[config.mk]
export PLATFORM = sky130hd
export DESIGN_NAME = wash_cycle_scheduler
export DESIGN_NICKNAME = d
export VERILOG_FILES = /design/src/rtl/wash_sched_pkg.sv /design/src/rtl/wash_phase_timer.sv /design/src/rtl/wash_cycle_scheduler.sv
export SDC_FILE = /design/constraint.sdc
export NUM_CORES = 1
export LEC_CHECK = 0
export ABC_AREA = 0
export BUFFER_PORTS_ARGS = -buffer_cell sky130_fd_sc_hd__buf_4
export CORE_UTILIZATION = 53
export CTS_CLUSTER_DIAMETER = 120
export DETAILED_ROUTE_END_ITERATION = 8
export PLACE_DENSITY = 0.79
export SKIP_CTS_REPAIR_TIMING = 1
export SYNTH_ARGS = -nofsm -noshare
export SYNTH_HDL_FRONTEND = slang
export SYNTH_HIERARCHICAL = 1
export SYNTH_SLANG_ARGS = --single-unit
[constraint.sdc]
create_clock -name clk -period 4 [get_ports clk]
set_input_delay 0.6 -clock clk [delete_from_list [all_inputs] [get_ports clk]]
set_output_delay 0.6 -clock clk [all_outputs]
set_load 0.005 [all_outputs]
[src/rtl/wash_sched_pkg.sv]
// Shared types for the wash program sequencer.
// Contents:
//   PHASE_W  - width of the externally visible phase code
//   state_e  - sequencer states; the encodings are the phase codes seen
//              on the phase output, so they must not be renumbered
//   is_locked - true in states that keep the door lock engaged and are
//               therefore subject to the door-open fault check
package wash_sched_pkg;

  localparam int PHASE_W = 4;

  typedef enum logic [PHASE_W-1:0] {
    S_IDLE  = 4'd0,
    S_FILL  = 4'd1,
    S_SOAP  = 4'd2,
    S_WASH  = 4'd3,
    S_DRAIN = 4'd4,
    S_RINSE = 4'd5,
    S_SPIN  = 4'd6,
    S_DONE  = 4'd7,
    S_FAULT = 4'd8
  } state_e;

  // FILL through SPIN only; FAULT also holds the lock but can never
  // fault again, so it is handled separately by the caller.
  function automatic logic is_locked(input state_e s);
    return (s == S_FILL) || (s == S_SOAP) || (s == S_WASH) ||
           (s == S_DRAIN) || (s == S_RINSE) || (s == S_SPIN);
  endfunction

endpackage

[src/rtl/wash_phase_timer.sv]
// Loadable down-counter used for every timed phase and for the
// fill/drain watchdog.
// Ports:
//   clk, rst      - clock, asynchronous active-low reset
//   load          - load load_val this cycle (overrides any decrement)
//   load_val      - value loaded on load
//   tick          - time-base enable; counts down by one when nonzero
//   expire        - combinational: tick present while count is 1, i.e.
//                   this edge consumes the last tick of the phase
module wash_phase_timer #(
  parameter int CNT_W = 16
) (
  input  logic             clk,
  input  logic             rst,
  input  logic             load,
  input  logic [CNT_W-1:0] load_val,
  input  logic             tick,
  output logic             expire
);

  logic [CNT_W-1:0] cnt;

  always_ff @(posedge clk or negedge rst) begin
    if (!rst) begin
      cnt <= '0;
    end else if (load) begin
      cnt <= load_val;
    end else if (tick && (cnt != '0)) begin
      cnt <= cnt - CNT_W'(1);
    end
  end

  assign expire = tick && (cnt == CNT_W'(1));

endmodule

[src/rtl/wash_cycle_scheduler.sv]
// Washing machine program sequencer: fill, detergent, wash, drain,
// N rinses and spin, with door-open fault and user abort.
// Ports:
//   clk, rst         - clock, asynchronous active-low reset
//   tick             - one-cycle time-base enable for phase durations
//   start            - program request (level)
//   door             - 1 = door closed
//   abort            - user abort (level)
//   rinse_cnt        - number of rinses, latched when the program starts
//   filled, drained  - water level sensors
//   detergent_added  - detergent dispense acknowledge
//   lock, water_valve, soap_req, motor, drain_valve, spin - actuators
//   done, fault      - status
//   phase            - current state code
// Build option: define WASH_WATCHDOG_EN to time out FILL and DRAIN after
// FILL_LIMIT ticks without the sensor and enter FAULT.
//
// state | meaning
// IDLE  | waiting for start with door closed
// FILL  | water valve open until filled
// SOAP  | requesting detergent until acknowledged
// WASH  | agitating for WASH_TICKS
// DRAIN | draining until drained; decides rinse / spin / done
// RINSE | agitating for RINSE_TICKS
// SPIN  | high-speed spin with drain for SPIN_TICKS
// DONE  | program complete, door unlocked, waits for start release
// FAULT | door opened while locked or watchdog; drains, exit by reset
module wash_cycle_scheduler
  import wash_sched_pkg::*;
#(
  parameter int CNT_W       = 16,
  parameter int WASH_TICKS  = 100,
  parameter int RINSE_TICKS = 50,
  parameter int SPIN_TICKS  = 40,
  parameter int FILL_LIMIT  = 200
) (
  input  logic               clk,
  input  logic               rst,
  input  logic               tick,
  input  logic               start,
  input  logic               door,
  input  logic               abort,
  input  logic [1:0]         rinse_cnt,
  input  logic               filled,
  input  logic               drained,
  input  logic               detergent_added,
  output logic               lock,
  output logic               water_valve,
  output logic               soap_req,
  output logic               motor,
  output logic               drain_valve,
  output logic               spin,
  output logic               done,
  output logic               fault,
  output logic [PHASE_W-1:0] phase
);

`ifdef WASH_WATCHDOG_EN
  localparam logic WD_EN = 1'b1;
`else
  localparam logic WD_EN = 1'b0;
`endif

  state_e     state, state_next;
  logic [1:0] rinses_left, rinses_next;
  logic       rinse_flag, rflag_next;
  logic       abort_flag, aflag_next;

  logic             tmr_load;
  logic [CNT_W-1:0] tmr_load_val;
  logic             tmr_tick;
  logic             expire;

  // The timer only runs in states that actually use it, so a leftover
  // count from an aborted phase never produces a stray expire.
  function automatic logic is_timed(input state_e s);
    return (s == S_WASH) || (s == S_RINSE) || (s == S_SPIN) ||
           (WD_EN && ((s == S_FILL) || (s == S_DRAIN)));
  endfunction

  always_ff @(posedge clk or negedge rst) begin
    if (!rst) begin
      state       <= S_IDLE;
      rinses_left <= 2'd0;
      rinse_flag  <= 1'b0;
      abort_flag  <= 1'b0;
    end else begin
      state       <= state_next;
      rinses_left <= rinses_next;
      rinse_flag  <= rflag_next;
      abort_flag  <= aflag_next;
    end
  end

  always_comb begin
    state_next  = state;
    rinses_next = rinses_left;
    rflag_next  = rinse_flag;
    aflag_next  = abort_flag;
    if (is_locked(state) && !door) begin
      state_next = S_FAULT;
    end else begin
      case (state)
        S_IDLE: begin
          if (start && door) begin
            state_next  = S_FILL;
            rinses_next = rinse_cnt;
            rflag_next  = 1'b0;
            aflag_next  = 1'b0;
          end
        end
        S_FILL: begin
          if (abort) begin
            state_next = S_DRAIN;
            aflag_next = 1'b1;
          end else if (filled) begin
            state_next = rinse_flag ? S_RINSE : S_SOAP;
          end else if (WD_EN && expire) begin
            state_next = S_FAULT;
          end
        end
        S_SOAP: begin
          if (abort) begin
            state_next = S_DRAIN;
            aflag_next = 1'b1;
          end else if (detergent_added) begin
            state_next = S_WASH;
          end
        end
        S_WASH, S_RINSE: begin
          if (abort) begin
            state_next = S_DRAIN;
            aflag_next = 1'b1;
          end else if (expire) begin
            state_next = S_DRAIN;
          end
        end
        S_DRAIN: begin
          // Abort while draining only marks the program for early finish;
          // an abort arriving on the drained edge counts immediately.
          if (abort) begin
            aflag_next = 1'b1;
          end
          if (drained) begin
            if (abort_flag || abort) begin
              state_next = S_DONE;
            end else if (rinses_left != 2'd0) begin
              rinses_next = rinses_left - 2'd1;
              rflag_next  = 1'b1;
              state_next  = S_FILL;
            end else begin
              state_next = S_SPIN;
            end
          end else if (WD_EN && expire) begin
            state_next = S_FAULT;
          end
        end
        S_SPIN: begin
          if (abort) begin
            state_next = S_DRAIN;
            aflag_next = 1'b1;
          end else if (expire) begin
            state_next = S_DONE;
          end
        end
        S_DONE: begin
          if (!start) begin
            state_next = S_IDLE;
          end
        end
        S_FAULT: begin
          state_next = S_FAULT;
        end
        default: begin
          state_next = S_IDLE;
        end
      endcase
    end
  end

  always_comb begin
    tmr_load     = (state_next != state) && is_timed(state_next);
    tmr_load_val = '0;
    case (state_next)
      S_WASH:           tmr_load_val = CNT_W'(WASH_TICKS);
      S_RINSE:          tmr_load_val = CNT_W'(RINSE_TICKS);
      S_SPIN:           tmr_load_val = CNT_W'(SPIN_TICKS);
      S_FILL, S_DRAIN:  tmr_load_val = CNT_W'(FILL_LIMIT);
      default:          tmr_load_val = '0;
    endcase
  end

  assign tmr_tick = tick && is_timed(state);

  wash_phase_timer #(
    .CNT_W (CNT_W)
  ) u_timer (
    .clk      (clk),
    .rst      (rst),
    .load     (tmr_load),
    .load_val (tmr_load_val),
    .tick     (tmr_tick),
    .expire   (expire)
  );

  always_comb begin
    lock        = 1'b0;
    water_valve = 1'b0;
    soap_req    = 1'b0;
    motor       = 1'b0;
    drain_valve = 1'b0;
    spin        = 1'b0;
    done        = 1'b0;
    fault       = 1'b0;
    case (state)
      S_FILL:  begin lock = 1'b1; water_valve = 1'b1; end
      S_SOAP:  begin lock = 1'b1; soap_req = 1'b1; end
      S_WASH:  begin lock = 1'b1; motor = 1'b1; end
      S_RINSE: begin lock = 1'b1; motor = 1'b1; end
      S_DRAIN: begin lock = 1'b1; drain_valve = 1'b1; end
      S_SPIN:  begin lock = 1'b1; motor = 1'b1; spin = 1'b1; drain_valve = 1'b1; end
      S_DONE:  begin done = 1'b1; end
      S_FAULT: begin lock = 1'b1; drain_valve = 1'b1; fault = 1'b1; end
      default: begin end
    endcase
  end

  assign phase = state;

endmodule

; Yosys cells after proc, flatten, opt, wreduce, memory -nomap -nowiden
; Cells that the tools add are included.
; Widths: inputs -> output; s select.
[word_totals]
in_bits = 11
wordCells = 98
ramBits = 0
n_memories = 0
rom_bits = 0
latchBits = 0
out_inout_bits = 12
ff_bits = 24
[classes]
mul = 0
bitwise = 1
eq_ne = 20
reduce_logical = 31
shift = 0
magnitude_cmp = 0
muxes = 39
div_mod_pow = 0
add_sub_neg = 2
[op_table]
columns = cell, count
row1 = $mux 4, 12
row2 = $mux 16, 2
row3 = $pmux 4 s8, 1
row4 = $pmux 8 s4, 1
row5 = $eq 4x3->1 const B, 7
row6 = $eq 16x1->1 const B, 1
row7 = $reduce_bool 16->1, 1
row8 = $sub 16x1->16 const B, 1
row9 = $mux 1, 13
row10 = $eq 4x2->1 const B, 3
row11 = $logic_or 1x1->1, 10
row12 = $mux 3, 3
row13 = $eq 4x1->1 const B, 2
row14 = $mux 2, 4
row15 = $reduce_bool 2->1, 4
row16 = $reduce_or 7->1, 1
row17 = $logic_and 1x1->1, 6
row18 = $ne 2x2->1 const B, 3
row19 = $reduce_and 6->1, 1
row20 = $reduce_or 3->1, 2
row21 = $reduce_or 6->1, 1
row22 = $eq 4x4->1 const B, 1
row23 = $logic_not 4->1, 1
row24 = $ne 2x1->1 const B, 2
row25 = other kinds (8), 10

; Longest topological paths before layout
; Gate-level depths: netlist (run 1).
[logic_depth]
depth_word = 14
depth_mapped = 21
mapped_depth_nobuf = 15

; Cells and area by module
; Netlist (run 1), hierarchy kept.
[modules_own_cells]
columns = mod, seq_area_each_um2, instances, area_each_um2, cells_per_inst
row1 = wash_phase_timer, 400.4, 1, 1084.8, 132
row2 = wash_cycle_scheduler, 200.2, 1, 893.4, 115

; Worst setup path before layout (run 1)
; Ideal clock, no wire load.
[synth_path]
path_kind = reg2reg
start = register state[2] (netlist: phase[2])
end = register u_timer.cnt[5]
period_less_slack_ns = 3.931
setup_slack_ns = 0.069
setup_time_ns = 0.129
stages_incl_launch_ff = 22
n_path_buf = 7
required_ns = 3.871
arrival_time_ns = 3.803
cell_sequence = dfrtp_1 -> buf_4 -> buf_2 -> xnor2_1 -> a211oi_1 -> and2_1 -> buf_2 -> nand3b_1 -> nor2_1 -> a211oi_1 -> a2111oi_0 -> a311o_1 -> buf_4 -> xnor2_1 -> a211o_1 -> a21oi_1 -> clkbuf_1 -> inv_1 -> clkbuf_1 -> clkbuf_1 -> o211ai_1 -> nand3_1
[synth_between]
elab_chain_cells = 14
elab_cells_between_ends = 47
cone_classes = 14 x eq/ne / 15 x mux / 18 x reduce/logical
[synth_rtl]
columns = element, line
row1 = "start, declared", wash_cycle_scheduler.sv:64  ; state_e state, state_next;
row2 = "start signal, assigned", wash_cycle_scheduler.sv:88  ; state <= state_next;
row3 = $eq 4x2->1 / $eq 4x3->1 (equally long branches), wash_cycle_scheduler.sv:77  ; return (s == S_WASH) || (s == S_RINSE) || (s == S_SPIN) ||
row4 = $logic_or 1x1->1, wash_cycle_scheduler.sv:77
row5 = $logic_or 1x1->1 *, wash_cycle_scheduler.sv:77
row6 = $logic_and 1x1->1 *, wash_cycle_scheduler.sv:193  ; assign tmr_tick = tick && is_timed(state);
row7 = named net tmr_tick, wash_cycle_scheduler.sv:71  ; logic tmr_tick;
row8 = $logic_and 1x1->1 *, wash_phase_timer.sv:33  ; assign expire = tick && (cnt == CNT_W'(1));
row9 = named net expire, wash_cycle_scheduler.sv:72  ; logic expire;
row10 = $mux 4 (on tied branches), "wash_cycle_scheduler.sv:162, wash_cycle_scheduler.sv:134"
row11 = $mux 4 (on tied branches), "wash_cycle_scheduler.sv:159, wash_cycle_scheduler.sv:131"
row12 = $pmux 4 s8 *, wash_cycle_scheduler.sv:103  ; case (state)
row13 = $mux 4 *, wash_cycle_scheduler.sv:100  ; if (is_locked(state) && !door) begin
row14 = $eq 4x2->1 / $eq 4x3->1 (equally long branches), wash_cycle_scheduler.sv:77
row15 = $logic_or 1x1->1 (2 in a row), wash_cycle_scheduler.sv:77
row16 = $logic_and 1x1->1 *, wash_cycle_scheduler.sv:182  ; tmr_load = (state_next != state) && is_timed(state_next);
row17 = named net tmr_load, wash_cycle_scheduler.sv:69  ; logic tmr_load;
row18 = $mux 16 / $reduce_bool 2->1 (equally long branches), n/a
row19 = "end signal, assigned", wash_phase_timer.sv:27  ; cnt <= load_val;
row20 = "end signal, assigned", wash_phase_timer.sv:29  ; cnt <= cnt - CNT_W'(1);
row21 = "end, declared", wash_phase_timer.sv:21  ; logic [CNT_W-1:0] cnt;
; The timed path passes the listed nets; every way through them passes the cells marked *.
; A chain may end at the register's enable or synchronous reset.

; Worst setup path in the final report (run 1)
[layout_path]
start = register state[0] (netlist: phase[0])
end = register u_timer.cnt[4]
; Same word-level chain as after synthesis.

==> run metrics, run 1 <==
chip height 63.1 um; clock skew between 3 and 4 ps; global-route wire length before repair 8140 um; Final Max Tran Viols 0; wire length per cell about 15 um; most frequent cells in the layout buf_4, dfrtp_1, nor2_1; CP Max Fanout 20; Worst Tran Pin Value 841 ps; Clock Sinks 24; WS Path Type reg -> reg; wirelength, routed 4690 um; Cell variety after synth 64; clock transition at the registers of the reported paths 80 ps; Synth Flop Type dfrtp_1; H-tree Lvls 1; worst skew pair latency 260 ps; DR pass1 iterations 5; Final Instance Area 0.00226 sq mm; Worst EP required 4150 ps; Final ANT Viol Nets 0; setup_tns 0 ps; vias in the first global route about 1800; Root Driver clkbuf_8; die area 0.00398 sq mm; DP Area 0.00222 sq mm; total power approximately 0.0014 W; die width 63.1 um; Seq/Total Area, Yosys between 30% and 40%; Leak 0.983 nW; FF+latch count, synth 24; Mean Syn Cell Area 8.01 sq um; initial antenna violation count 0; count of final setup violators 0; Final min period about 3600 ps; yosys warns 6; Initial Utilization a little under three fifths; # IOs 23; Tot GR Track Use 25.3%; # Max-Cap Violations 0; RSZ-0062 raised after global routing false; Via density 6.05; largest net degree at the start of global routing 25; routability cong. 0.927; via count 1936; max_slew headroom approximately 43%; CP Launch Type register; critical path arrival 3790 ps; Synth Instances 247; Hold Vio Cnt, Final 0; crit share post-route 91.0%; Core Area roughly 0.0034 sq mm; CTS tree built; cell area after synthesis 0.00198 sq mm; I/O Buffers 22; CTS Buffer Depth 2; Num CTS Buffers 3; 1st-iter DRT viols 144; FP Rows 21; Post-synth EDFFs 0; grt ovf 0; pwr dens 632 mW/mm^2; reg2reg start phase[0]$_DFF_PN0_; VDD IR max 417 uV; Area Growth Syn to Fin 14.4%; worst hold path class in -> async; DP HPWL 3490 um; Crit. End Element register; Synth async-reset ratio between 90% and 100%; status finished, final reports clean; Layout Nets 290; n_diodes 0; DRC 0; commonest non-fill, non-tap cell in the layout buf_4; share of cells above drive strength 1 a little under a fifth; critical path launch point phase[0]$_DFF_PN0_; FMAX 0.275 GHz
synthesized netlist by cell type (3+ instances only):
library cell,instances,area (sq um)
nand2_1,21,78.8
xnor2_1,3,26.3
dfrtp_1,24,601
a31oi_1,7,43.8
ha_1,3,37.5
nand3b_1,3,22.5
buf_2,7,35.0
o21ai_1,4,20.0
mux2i_1,3,30.0
nor4_1,5,31.3
clkbuf_1,6,22.5
a21o_1,3,22.5
o2111ai_1,3,26.3
a21oi_1,13,65.1
nand3_1,15,75.1
nor2_1,22,82.6
nand4_1,7,43.8
or4_4,3,33.8
nor3_1,5,25.0
inv_1,15,56.3
nor2b_1,5,31.3
o21ai_0,12,60.1
path summary, 6_finish.rpt:
| kind | cells after the start | slack, ps | end |
|---|---|---|---|
| worst max-delay path | 15 | 360 | u_timer/cnt[4]$_DFFE_PN0P_ |
| worst min-delay path | 1 | 230 | rinses_left[0]$_DFFE_PN0P_ |
| worst max register to register | 15 | 360 | u_timer/cnt[4]$_DFFE_PN0P_ |
| worst min register to register | 1 | 550 | abort_flag$_DFFE_PN0P_ |
| max in group asynchronous | 1 | 3530 | phase[1]$_DFF_PN0_ |
| min in group clk | 1 | 550 | abort_flag$_DFFE_PN0P_ |
per-stage QoR:
| step | util, % | hold WS [ps] | instances | worst slack (ps) |
|---|---|---|---|---|
| after floorplan | - | 304 | 255 | 68.6 |
| after global placement | 64.6 | 516 | 317 | 570 |
| after detailed placement | 64.6 | 518 | 317 | 418 |
| after CTS | 65.8 | 236 | 320 | 369 |
| after global routing | 65.8 | 239 | 320 | 72.6 |
| final | 65.8 | 226 | 320 | 359 |
layer usage:
layer	part of all wire (%)	track usage, %	vias up
li1	-	-	965
met1	50	38.7	912
met2	43	36.2	55
met3	7.0	5.80	4
met4	0.64	4.65	0
met5	0	0	-
critical path, cell delays in order, from the launching register on:
cell,delay (ps)
dfrtp_1,410
xnor2_1,140
a211oi_1,320
and2_1,190
nand3b_1,70
nor2_1,190
a211oi_1,100
a2111oi_0,410
a311o_1,360
xnor2_1,140
a211o_1,240
a21oi_1,180
inv_1,300
nand2_1,150
o221ai_1,110
a41o_1,220
cell type report:
type,instances,area (sq um)
fill,290,1180
sequential,24,601
multi-input combinational,200,1270
clock buffer,3,41.3
inverter,15,56.3
tap,46,57.6
timing repair buffer,32,240
registers in the layout (all words and copies together) (netlist names):
register,cells
u_timer/cnt,16
phase,4
rinses_left,2
abort_flag,1
rinse_flag,1
power breakdown:
part | total [W] | internal, W | switching (W)
Combinational | 0.000826 | 0.000360 | 0.000466
Clock | 0.000136 | 0.0000671 | 0.0000688
Sequential | 0.000469 | 0.000348 | 0.000121
logic make-up (layout without fill, tap and decap cells):
kind of cell / Yosys count / after routing / share of synthesized area [%]
multiplexers: 4 / 4 / 2.09
other: 1 / 9 / 0.190
AO/OA/AOI/OAI: 64 / 64 / 21.6
XOR/XNOR: 4 / 4 / 1.77
buffers and inverters: 31 / 50 / 7.08
flip-flops: 24 / 24 / 30.4
AND/OR/NAND/NOR: 116 / 116 / 35.0
adder cells (fa/ha/maj): 3 / 3 / 1.90
Power figures use the tool's default switching activity.
==> inputs of run 2 (changes only) <==
Settings changed: CORE_UTILIZATION 53 to 63, PLACE_DENSITY 0.79 to 0.88.
Clock period 4 ns to 4.7 ns, I/O delays scaled along.
==> run 2 against run 1 <==
Compared with the run above: the run now ends with DRC left; sequential power shrank 9.0%; clock skew shrank 0.54 ps; utilization grew 12 points; register-to-register slack gained 250 ps; wire length shrank 2.7%; worst hold slack gained 18 ps; count of clock-buffer cells in the layout is the same; via count shrank 0.52%; combinational power shrank 21%; first-iteration DRC count shrank 11%.
==> run metrics, run 2 (synthesized netlist as in run 1, its figures left out) <==
status complete, but fails checks; violated checks DRC; DP Area 0.00217 sq mm (-2.2%); initial antenna violation count 0 (unchanged); reg2reg setup slack 610 ps (+250 ps); commonest non-fill, non-tap cell in the layout buf_4; Tot GR Track Use 28.9% (+3.6 points); via count 1926 (-0.52%); Hold Vio Cnt, Final 0 (unchanged); die width 58.0 um (-8.0%); critical path arrival 4320 ps (+530 ps); Layout Nets 286 (-1.4%); worst hold path class in -> async; Final Instance Area 0.00223 sq mm (-1.7%); largest net degree at the start of global routing 25 (unchanged); vias in the first global route 1655 (-7.0%); pwr dens 556 mW/mm^2 (-12%); crit share post-route 87.1% (-4.0 points); RSZ-0062 raised after global routing false; 1st-iter DRT viols 128 (-11%); FF-to-FF End u_timer/cnt[4]$_DFFE_PN0P_; # Max-Cap Violations 0 (unchanged); Worst EP required 4930 ps (+780 ps); Root Driver clkbuf_4; global-route wire length before repair 7510 um (-7.7%); # IOs 23 (unchanged); VDD IR max 435 uV (+4.2%); Core Area 0.00285 sq mm (-17%); I/O Buffers 22 (unchanged); worst-path cell chain a21oi_1 > a211oi_1 > and2_1 > nand3b_1 > nor2_1 > a211oi_1 > a2111oi_0 > a311o_1 > xnor2_1 > a211o_1 > a21oi_1 > inv_1 > nand2_1 > o221ai_1 > a41o_1; Final ANT Viol Nets 0 (unchanged); M1 GR Usage 44.6% (+5.8 points); wire length per cell 15.1 um (+3.1%); DR pass1 iterations 7 (+2); wirelength, routed 4560 um (-2.7%); Clock Sinks 24 (unchanged); FP Rows 19 (-9.5%); Num CTS Buffers 3 (unchanged); share of cells above drive strength 1 17.3% (-0.91 points); reg2reg start phase[1]$_DFF_PN0_; clock transition at the registers of the reported paths 140 ps (+60 ps); Max stage delay on crit path 700 ps (+290 ps); most frequent cells in the layout buf_4, dfrtp_1, nor2_1; Worst Tran Pin Value 796 ps (-45.7 ps); largest register by flop count u_timer/cnt; length in cells of the worst reg-to-reg path 15 (unchanged); Crit. End Element register; Final Max Tran Viols 0 (unchanged); CTS Buffer Depth 2 (unchanged); Area Growth Syn to Fin 12.5%; worst skew pair latency 330 ps (+70 ps); grt ovf 0 (unchanged); chip height 58.0 um (-8.0%); total power 0.00124 W (-14%); WS Path Type reg -> reg; FMAX 0.244 GHz (-11%); Final min period 4090 ps (+451 ps); count of final setup violators 0 (unchanged); critical path launch point phase[1]$_DFF_PN0_; CTS tree built; H-tree Lvls 1 (unchanged); Filler Cell Count 218 (-25%); Initial Utilization 69.3% (+12 points); CP Launch Type register; n_diodes 0 (unchanged); max_slew headroom 46.2% (+3.1 points); global routing usage on met3 2.90% (-2.9 points); global route hottest layer met1; Leak 0.969 nW (-1.4%); worst hold slack 244 ps (+17.6 ps); slowest CP cell dfrtp_1; Global Route met2 Usage 41.5% (+5.4 points); DRC 1 (+1); Via density 6.38 (+5.4%); critical path capture point u_timer/cnt[4]$_DFFE_PN0P_; DP HPWL 3360 um (-3.7%); CP Max Fanout 20 (unchanged); routability cong. 0.866 (-6.5%); setup_tns 0 ps (unchanged); max FFs per register 16 (unchanged); clock skew 2.49 ps (-0.541 ps); die area 0.00337 sq mm (-15%)
[run 2: cell types whose count changed in the layout (fill, tap and decap cells not counted), sizes merged]
cell	before	now
buf	32	28
bufinv	0	1
[run 2: per-stage QoR]
stage,utilization (%),setup WS (ps),instances
after floorplan,-,769,255
after global placement,76.2,923,298
after detailed placement,76.2,714,298
after CTS,78.0,648,302
after global routing,78.0,281,302
final,78.0,608,302
[run 2: critical path: cells and delay by family (launching register included)]
family          cells  cell delay [ps]
compound gates      9             2070
flops               1              700
simple gates        4              790
xor+xnor            1              140
buf+inv             1              290
[run 2: area by class of cell]
type,count,area (sq um),area share (%)
clock buffer,3,22.5,1.01
timing repair buffer,28,210,9.44
tap,31,38.8,1.74
clock inverter,1,30.0,1.35
sequential,24,601,27.0
inverter,15,56.3,2.53
multi-input combinational,200,1270,56.9
[run 2: worst min-delay path by stage]
stage / end / slack (ps) / cells after the start
after floorplan: abort_flag$_DFFE_PN0P_ / 410 / 0
after global placement: abort_flag$_DFFE_PN0P_ / 520 / 1
after detailed placement: abort_flag$_DFFE_PN0P_ / 530 / 1
after CTS: u_timer/cnt[6]$_DFFE_PN0P_ / 250 / 1
after global routing: u_timer/cnt[6]$_DFFE_PN0P_ / 260 / 1
final: rinses_left[1]$_DFFE_PN0P_ / 240 / 1
[run 2: metal layers]
| metal | wire length, um | up-vias | share of wire (%) |
|---|---|---|---|
| li1 | - | 961 | - |
| met1 | 2160 | 877 | 47 |
| met2 | 1970 | 79 | 43 |
| met3 | 359 | 9 | 7.9 |
| met4 | 66 | 0 | 1.4 |
| met5 | 0 | - | 0 |
[run 2: power by group]
| group | leakage [nW] | internal, W | switching [W] |
|---|---|---|---|
| Clock | 0.0279 | 0.0000863 | 0.0000681 |
| Combinational | 0.651 | 0.000298 | 0.000358 |
| Sequential | 0.290 | 0.000295 | 0.000132 |
| Total | 0.969 | 0.000679 | 0.000558 |
